**config.mk**
```make
export PLATFORM = sky130hd
export DESIGN_NAME = mem_port_arbiter
export DESIGN_NICKNAME = d
export VERILOG_FILES = /design/src/rtl/mem_port_arbiter.sv
export SDC_FILE = /design/constraint.sdc
export NUM_CORES = 1
export LEC_CHECK = 0
export ABC_CLOCK_PERIOD_IN_PS = 1640
export CORE_MARGIN = 5
export CORE_UTILIZATION = 37
export CTS_BUF_LIST = sky130_fd_sc_hd__clkbuf_16
export CTS_CLUSTER_SIZE = 25
export DETAILED_ROUTE_END_ITERATION = 10
export PLACE_DENSITY = 0.77
export SYNTH_ARGS = -nofsm -noshare
export SYNTH_HDL_FRONTEND = slang
export SYNTH_SLANG_ARGS = --single-unit
```
**constraint.sdc**
```tcl
create_clock -name clk -period 1.64 [get_ports clk]
set_input_delay 0.492 -clock clk [delete_from_list [all_inputs] [get_ports clk]]
set_output_delay 0.492 -clock clk [all_outputs]
set_load 0.02 [all_outputs]
```
**src/rtl/mem_port_arbiter.sv**
```systemverilog
// Round-robin arbiter sharing one memory port between instruction fetch and load/store.
// Each transfer runs IDLE -> GNT -> RESP; hung accesses abort after TIMEOUT cycles with err.
module mem_port_arbiter #(
   parameter int AW      = 32,
   parameter int DW      = 32,
   parameter int TIMEOUT = 16
) (
   input  logic          clk,
   input  logic          rst_n,
   input  logic          if_req,
   input  logic [AW-1:0] if_addr,
   output logic          if_valid,
   output logic [DW-1:0] if_rdata,
   input  logic          d_rd,
   input  logic          d_wr,
   input  logic [AW-1:0] d_addr,
   input  logic [DW-1:0] d_wdata,
   output logic          d_valid,
   output logic [DW-1:0] d_rdata,
   output logic          err,
   output logic          stall,
   output logic          mem_req,
   output logic          mem_we,
   output logic [AW-1:0] mem_addr,
   output logic [DW-1:0] mem_wdata,
   input  logic          mem_ready,
   input  logic [DW-1:0] mem_rdata
);

   typedef enum logic [1:0] {IDLE, GNT_I, GNT_D, RESP} state_t;

   localparam int TW = (TIMEOUT > 1) ? $clog2(TIMEOUT) : 1;
   localparam logic [TW-1:0] TMAX = TW'(TIMEOUT - 1);

   state_t        state;
   logic          last_d;
   logic [TW-1:0] timer;
   logic          d_req;
   logic          grant_i;
   logic          grant_d;
   logic          done;
   logic          abort;

   assign d_req   = d_rd | d_wr;
   // On contention fetch wins only when data was served last.
   assign grant_i = if_req & (~d_req | last_d);
   assign grant_d = d_req & ~grant_i;
   assign done    = mem_ready;
   assign abort   = ~mem_ready & (timer == TMAX);

   assign stall = (if_req & ~if_valid) | (d_req & ~d_valid);

   always_ff @(posedge clk or negedge rst_n) begin
      if (!rst_n) begin
         state     <= IDLE;
         last_d    <= 1'b1;
         timer     <= '0;
         if_valid  <= 1'b0;
         d_valid   <= 1'b0;
         err       <= 1'b0;
         if_rdata  <= '0;
         d_rdata   <= '0;
         mem_req   <= 1'b0;
         mem_we    <= 1'b0;
         mem_addr  <= '0;
         mem_wdata <= '0;
      end else begin
         if_valid <= 1'b0;
         d_valid  <= 1'b0;
         err      <= 1'b0;
         case (state)
            IDLE: begin
               if (grant_i) begin
                  state     <= GNT_I;
                  last_d    <= 1'b0;
                  timer     <= '0;
                  mem_req   <= 1'b1;
                  mem_we    <= 1'b0;
                  mem_addr  <= if_addr;
                  mem_wdata <= '0;
               end else if (grant_d) begin
                  state     <= GNT_D;
                  last_d    <= 1'b1;
                  timer     <= '0;
                  mem_req   <= 1'b1;
                  mem_we    <= d_wr;
                  mem_addr  <= d_addr;
                  mem_wdata <= d_wdata;
               end
            end
            GNT_I, GNT_D: begin
               if (done || abort) begin
                  state   <= RESP;
                  mem_req <= 1'b0;
                  mem_we  <= 1'b0;
                  err     <= ~done;
                  // An aborted access returns zero data rather than whatever is on the bus.
                  if (state == GNT_I) begin
                     if_valid <= 1'b1;
                     if_rdata <= done ? mem_rdata : '0;
                  end else begin
                     d_valid <= 1'b1;
                     d_rdata <= done ? mem_rdata : '0;
                  end
               end else begin
                  timer <= timer + 1'b1;
               end
            end
            RESP: begin
               state <= IDLE;
            end
            default: begin
               state <= IDLE;
            end
         endcase
      end
   end

endmodule
```
== After elaboration in Yosys (flattened, before gate mapping) ==
Index checks and enable logic that the tools add are counted.

* Register bits: 140
* Bits of input ports: 134
* Output and inout port bits: 134
* Word-level logic and storage cells: 74

* $add $sub $neg: 1
* Equal/unequal tests: 7
* Multiplexer cells: 29
* Bitwise gates (word level): 14
* Reduce and logical (&&, ||, !) cells: 11

{| class="wikitable"
|+ Operators with widths
! cell !! number
|-
| two-way mux 32 bit || 5
|-
| two-way mux 1 bit || 14
|-
| two-way mux 4 bit || 3
|-
| AND reduction 3 bit || 4
|-
| one-hot mux 4 bit (2 select lines) || 1
|-
| two-way mux 2 bit || 3
|-
| inverter 1 bit || 6
|-
| one-hot mux 2 bit (3 select lines) || 1
|-
| AND 1 bit || 5
|-
| adder 4 x 1 -> 4 bit, second input constant || 1
|-
| equality test 2 bit, second input constant || 2
|-
| equality test 4 bit, second input constant || 1
|-
| inequality test 2 bit, second input constant || 2
|-
| one-hot mux 1 bit (2 select lines) || 2
|-
| AND reduction 2 bit || 2
|-
| nonzero test 2 bit || 2
|-
| inequality test 3 bit, second input constant || 1
|-
| OR 1 bit || 3
|-
| equality test 2 x 1 -> 1 bit, second input constant || 1
|-
| logical NOT 2 bit || 1
|-
| OR reduction 2 bit || 1
|-
| logical OR 1 bit || 1
|}

== Depth between registers and ports, before layout ==
* Depth in word-level cells: 9
* Depth in mapped cells: 8
* Gate-level depth less buffers: 6

== Worst setup path before layout ==
Ideal clock, no wire load.

* Kind: flip-flop to flip-flop
* Start: register state[1]
* End: register d_rdata[10]
* Setup time: 121 ps
* Arrival: 1,631 ps
* Data required time: 1,519 ps
* Path slack: -112 ps
* Cell stages (with the launch flop): 8
* Path buffers: 2
* Clock period less this slack: 1,752 ps
* Cell sequence: dfrtp_1 -> inv_1 -> ha_1 -> inv_1 -> or3_1 -> buf_6 -> buf_8 -> a22o_1

* Word-level cells in the longest chain between the ends: 3
* Elaborated cells between the ends (all ways): 5
* Those cells by class: eq/ne (2); bitwise (1); reduce/logical (2)

{| class="wikitable"
|+ Ends and longest elaborated chain
! what !! line !! source
|-
| start: declaration || 35 || <nowiki>state_t state;</nowiki>
|-
| start signal: assignment || 55 || <nowiki>state <= IDLE;</nowiki>
|-
| start signal: assignment || 74 || <nowiki>state <= GNT_I;</nowiki>
|-
| start signal: assignment || 82 || <nowiki>state <= GNT_D;</nowiki>
|-
| equality test 2 x 1 -> 1 bit or equality test 2 bit (tied branches) || 71, 98 ||
|-
| OR reduction 2 bit or inverter 1 bit (tied branches) || - ||
|-
| AND reduction 3 bit (no source line) (*) || - ||
|-
| end signal: assignment || 103 || <nowiki>d_rdata <= done ? mem_rdata : '0;</nowiki>
|-
| end: declaration || 19 || <nowiki>output logic [DW-1:0] d_rdata,</nowiki>
|}

Every way passes the cells marked *; elsewhere a longest branch is shown, timed or not.
A chain may end at the register's enable or synchronous reset.

== Final worst setup path ==
* Start: register state[1]
* End: register d_rdata[0]

Same word-level chain as after synthesis.

==> impl_metrics.ini <==
[clocking]
cts.clk_slew.worst_paths_ps = 60
cts_root_buf = clkbuf_16
numCtsBuffers = 17
htree_levels = 4
clock_latency_ps = 410
cts_tree = built
clock-sinks = 140
cts.path.max_buffers = 2

[synth]
synth-seq-cells = 140
ys_seq_area_frac = 0.633
synth_top_cell_by_area = dfrtp_1
synth.most_common_cell = dfrtp_1
async_flop_share = 1.00
yosysTopAreaCellShare = 0.628
netlist_area_um2 = 5540
synth_top_family_by_area = compound AO/OA/AOI/OAI gates
synthFlopType = dfrtp_1
synth_cells = 425
yosys-top-cells-area = dfrtp_1, a22o_1, mux2i_1
synth-edff-count = 0
synth_area_per_cell_um2 = 13.0
synthSimpleGateAreaFrac = 0.0533
synth_compound_area_frac = 0.205
syn_nets = 562
netlist_top_cells_count = dfrtp_1, a22o_1, nand2_1
synth.mux.area_fraction = 0.0579
synth.distinct_cells = 37
synthXorXnorAreaFrac = 0
yosys.area_share.adder = 0.00678
synth_warnings = 0

[floorplanning]
start_util = 0.380
die_w_um = 132
dieArea_um2 = 17500
core_area_um2 = 14600
die_y_um = 132
num_rows = 44
io_pins = 268

[detailed_routing]
drt_iter0_markers = 244
wl_met2_mm = 9.46
drc_errors = 0
vias_per_cell = 5.25
routed-wl-met3_mm = 1.70
highest_layer = met4
wl_met1_mm = 7.73
totalWireLength_mm = 19.2
ant_nets = 0
first_pass_iters = 4
wl_per_cell_um = 20.8
num_vias = 4839

[worst_setup_path]
rr_startpoint = state[1]$_DFFE_PN0P_
crit_fanout = 21
slowest_stage = dfrtp_1
cp_top_family = flip-flops
cp_data_arrival_time_ps = 1990
critPathMaxStageDelay_ps = 400
timing.critical_path.buf_inv = 3
path_class = reg -> reg
required_ps = 1930
worstPathCellList = inv_2 > ha_4 > inv_4 > or3_4 > buf_12 > a22o_1
critPathLaunch = state[1]$_DFFE_PN0P_
end_kind = flip-flop
start_kind = flip-flop

[sta]
worstMarginPinSlew_ps = 380
period_needed_ps = 1700
fin_skew_ps = 6.24
fmax_mhz = 589
rsz0062_at_grt = true
hold_viol = 0
timing.final.crit_share = 1.04
fin_ws_ps = -57.8
report.final.slew_viol_count = 0
slew_headroom = 0.746
setup_viol = 34

[pwr]
p_per_area_nw_per_um2 = 2050
p_leak_nw = 4.49
vdd_drop_max_mv = 1.18
power_mw = 19.4

[cells_and_area]
fillers = 1046
syn_to_final_growth_pct = 70.4
num_antenna_cells = 0
instances_no_fill = 922
nets = 863
drive_above_1_share = 0.175

[status]
violations = negative setup slack
status = finished, violations left

[placement]
port-buffer-count = 267
placed_cells = 878
routabilityCongestion = 0.830
dp_hpwl_mm = 13.5

[global_routing]
antenna_found_initial = 0
grt_pass1_wl_mm = 28.8
grt_pass1_vias = 5109
grt_max_degree = 55
track_usage = 0.207
grt_overflow = 0

[min_path]
hold_class = reg -> reg
worstHoldStart = mem_addr[29]$_DFFE_PN0P_

[job]
cap_violations = 0
through the flow:
stage	setup TNS [ps]	util	cell area, µm²	hold slack [ps]	setup WS [ps]
after floorplan	-191	-	5560	196	-6.62
after global placement	-62420	0.592	8640	416	-839
after detailed placement	-63600	0.592	8640	426	-834
after CTS	-599	0.634	9250	484	-47.3
after global routing	-2950	0.647	9440	492	-91.4
final	-700	0.647	9440	478	-57.8
cells in the final DEF, fill, tap and decap left out, types with 2 or more instances in the layout:
cell	netlist	routed
clkbuf_2	0	22
nand4_1	2	2
clkinv_4	0	2
dlygate4sd2_1	0	30
inv_6	0	3
o22ai_1	3	2
clkdlybuf4s15_1	0	78
nand2_1	38	38
a21o_1	2	2
nand3_2	0	2
buf_6	1	6
clkdlybuf4s15_2	0	6
a22o_1	96	96
clkbuf_16	0	22
bufinv_16	0	4
dfrtp_1	139	139
buf_4	8	26
a21oi_1	6	5
clkdlybuf4s50_1	0	129
inv_2	0	2
o21ai_4	0	2
clkinvlp_4	0	3
buf_12	0	11
inv_1	7	3
mux2i_1	32	32
nor2_1	3	2
o21ai_0	23	23
o21ai_1	11	10
clkinv_2	0	2
nand3_1	6	4
nand2b_1	3	3
flip-flops by register name, summed over array words and instances (netlist names), 2 cells and up:
| register | count |
|---|---|
| d_rdata | 32 |
| if_rdata | 32 |
| mem_addr | 32 |
| mem_wdata | 32 |
| timer | 4 |
| state | 2 |
layer usage:
layer	track usage	vias up
met4	0.0600	0
met1	0.251	2412
met5	0	-
met3	0.0828	21
li1	-	2184
met2	0.340	222
cells by family (layout without fill, tap and decap cells):
group | Yosys count | count (layout)
AOI/OAI and AO/OA | 148 | 148
DFF | 140 | 140
and+or+nand+nor | 62 | 62
buffers and inverters | 40 | 353
muxes | 32 | 32
adders and majority gates | 3 | 3
tightest hold or removal path: cells and delay by family, from the launching register on:
family             cells  cell delay [ps]
and+or+nand+nor        1               50
DFF                    1              330
AOI/OAI and AO/OA      1               60
report_power, final:
group          switching [mW]  total, mW  internal [mW]
clock                    1.48       4.03           2.54
combinational            5.06       9.39           4.33
sequential              0.915       5.95           5.04
layout make-up:
type                       count  area (µm²)  share of cell area
clock buffer                  17         425              0.0451
clock inverter                14         193              0.0204
inverter                       7        32.5             0.00345
multi-input combinational    245        1890               0.200
sequential                   140        3500               0.371
tap                          184         230              0.0244
timing repair buffer         315        3160               0.335
worst paths after layout:
check,endpoint,slack (ps),cells past startpoint
max,d_rdata[0]$_DFFE_PN0P_,-60,6
min,mem_addr[29]$_DFFE_PN0P_,480,2
max reg2reg,d_rdata[0]$_DFFE_PN0P_,-60,6
min reg2reg,mem_addr[29]$_DFFE_PN0P_,480,2
max in group asynchronous,d_rdata[26]$_DFFE_PN0P_,530,3
min in group asynchronous,if_rdata[28]$_DFFE_PN0P_,570,2
repair_timing:
action,4_1_cts,5_1_grt
setup buffers,2,3
setup endpoints to repair,239,187
hold buffers,1,0
pin swaps,1,5
endpoints found under the hold margin,30,0
gates resized for setup,195,103
gates cloned,1,6
No activity file was read; power rests on OpenSTA's default activity.
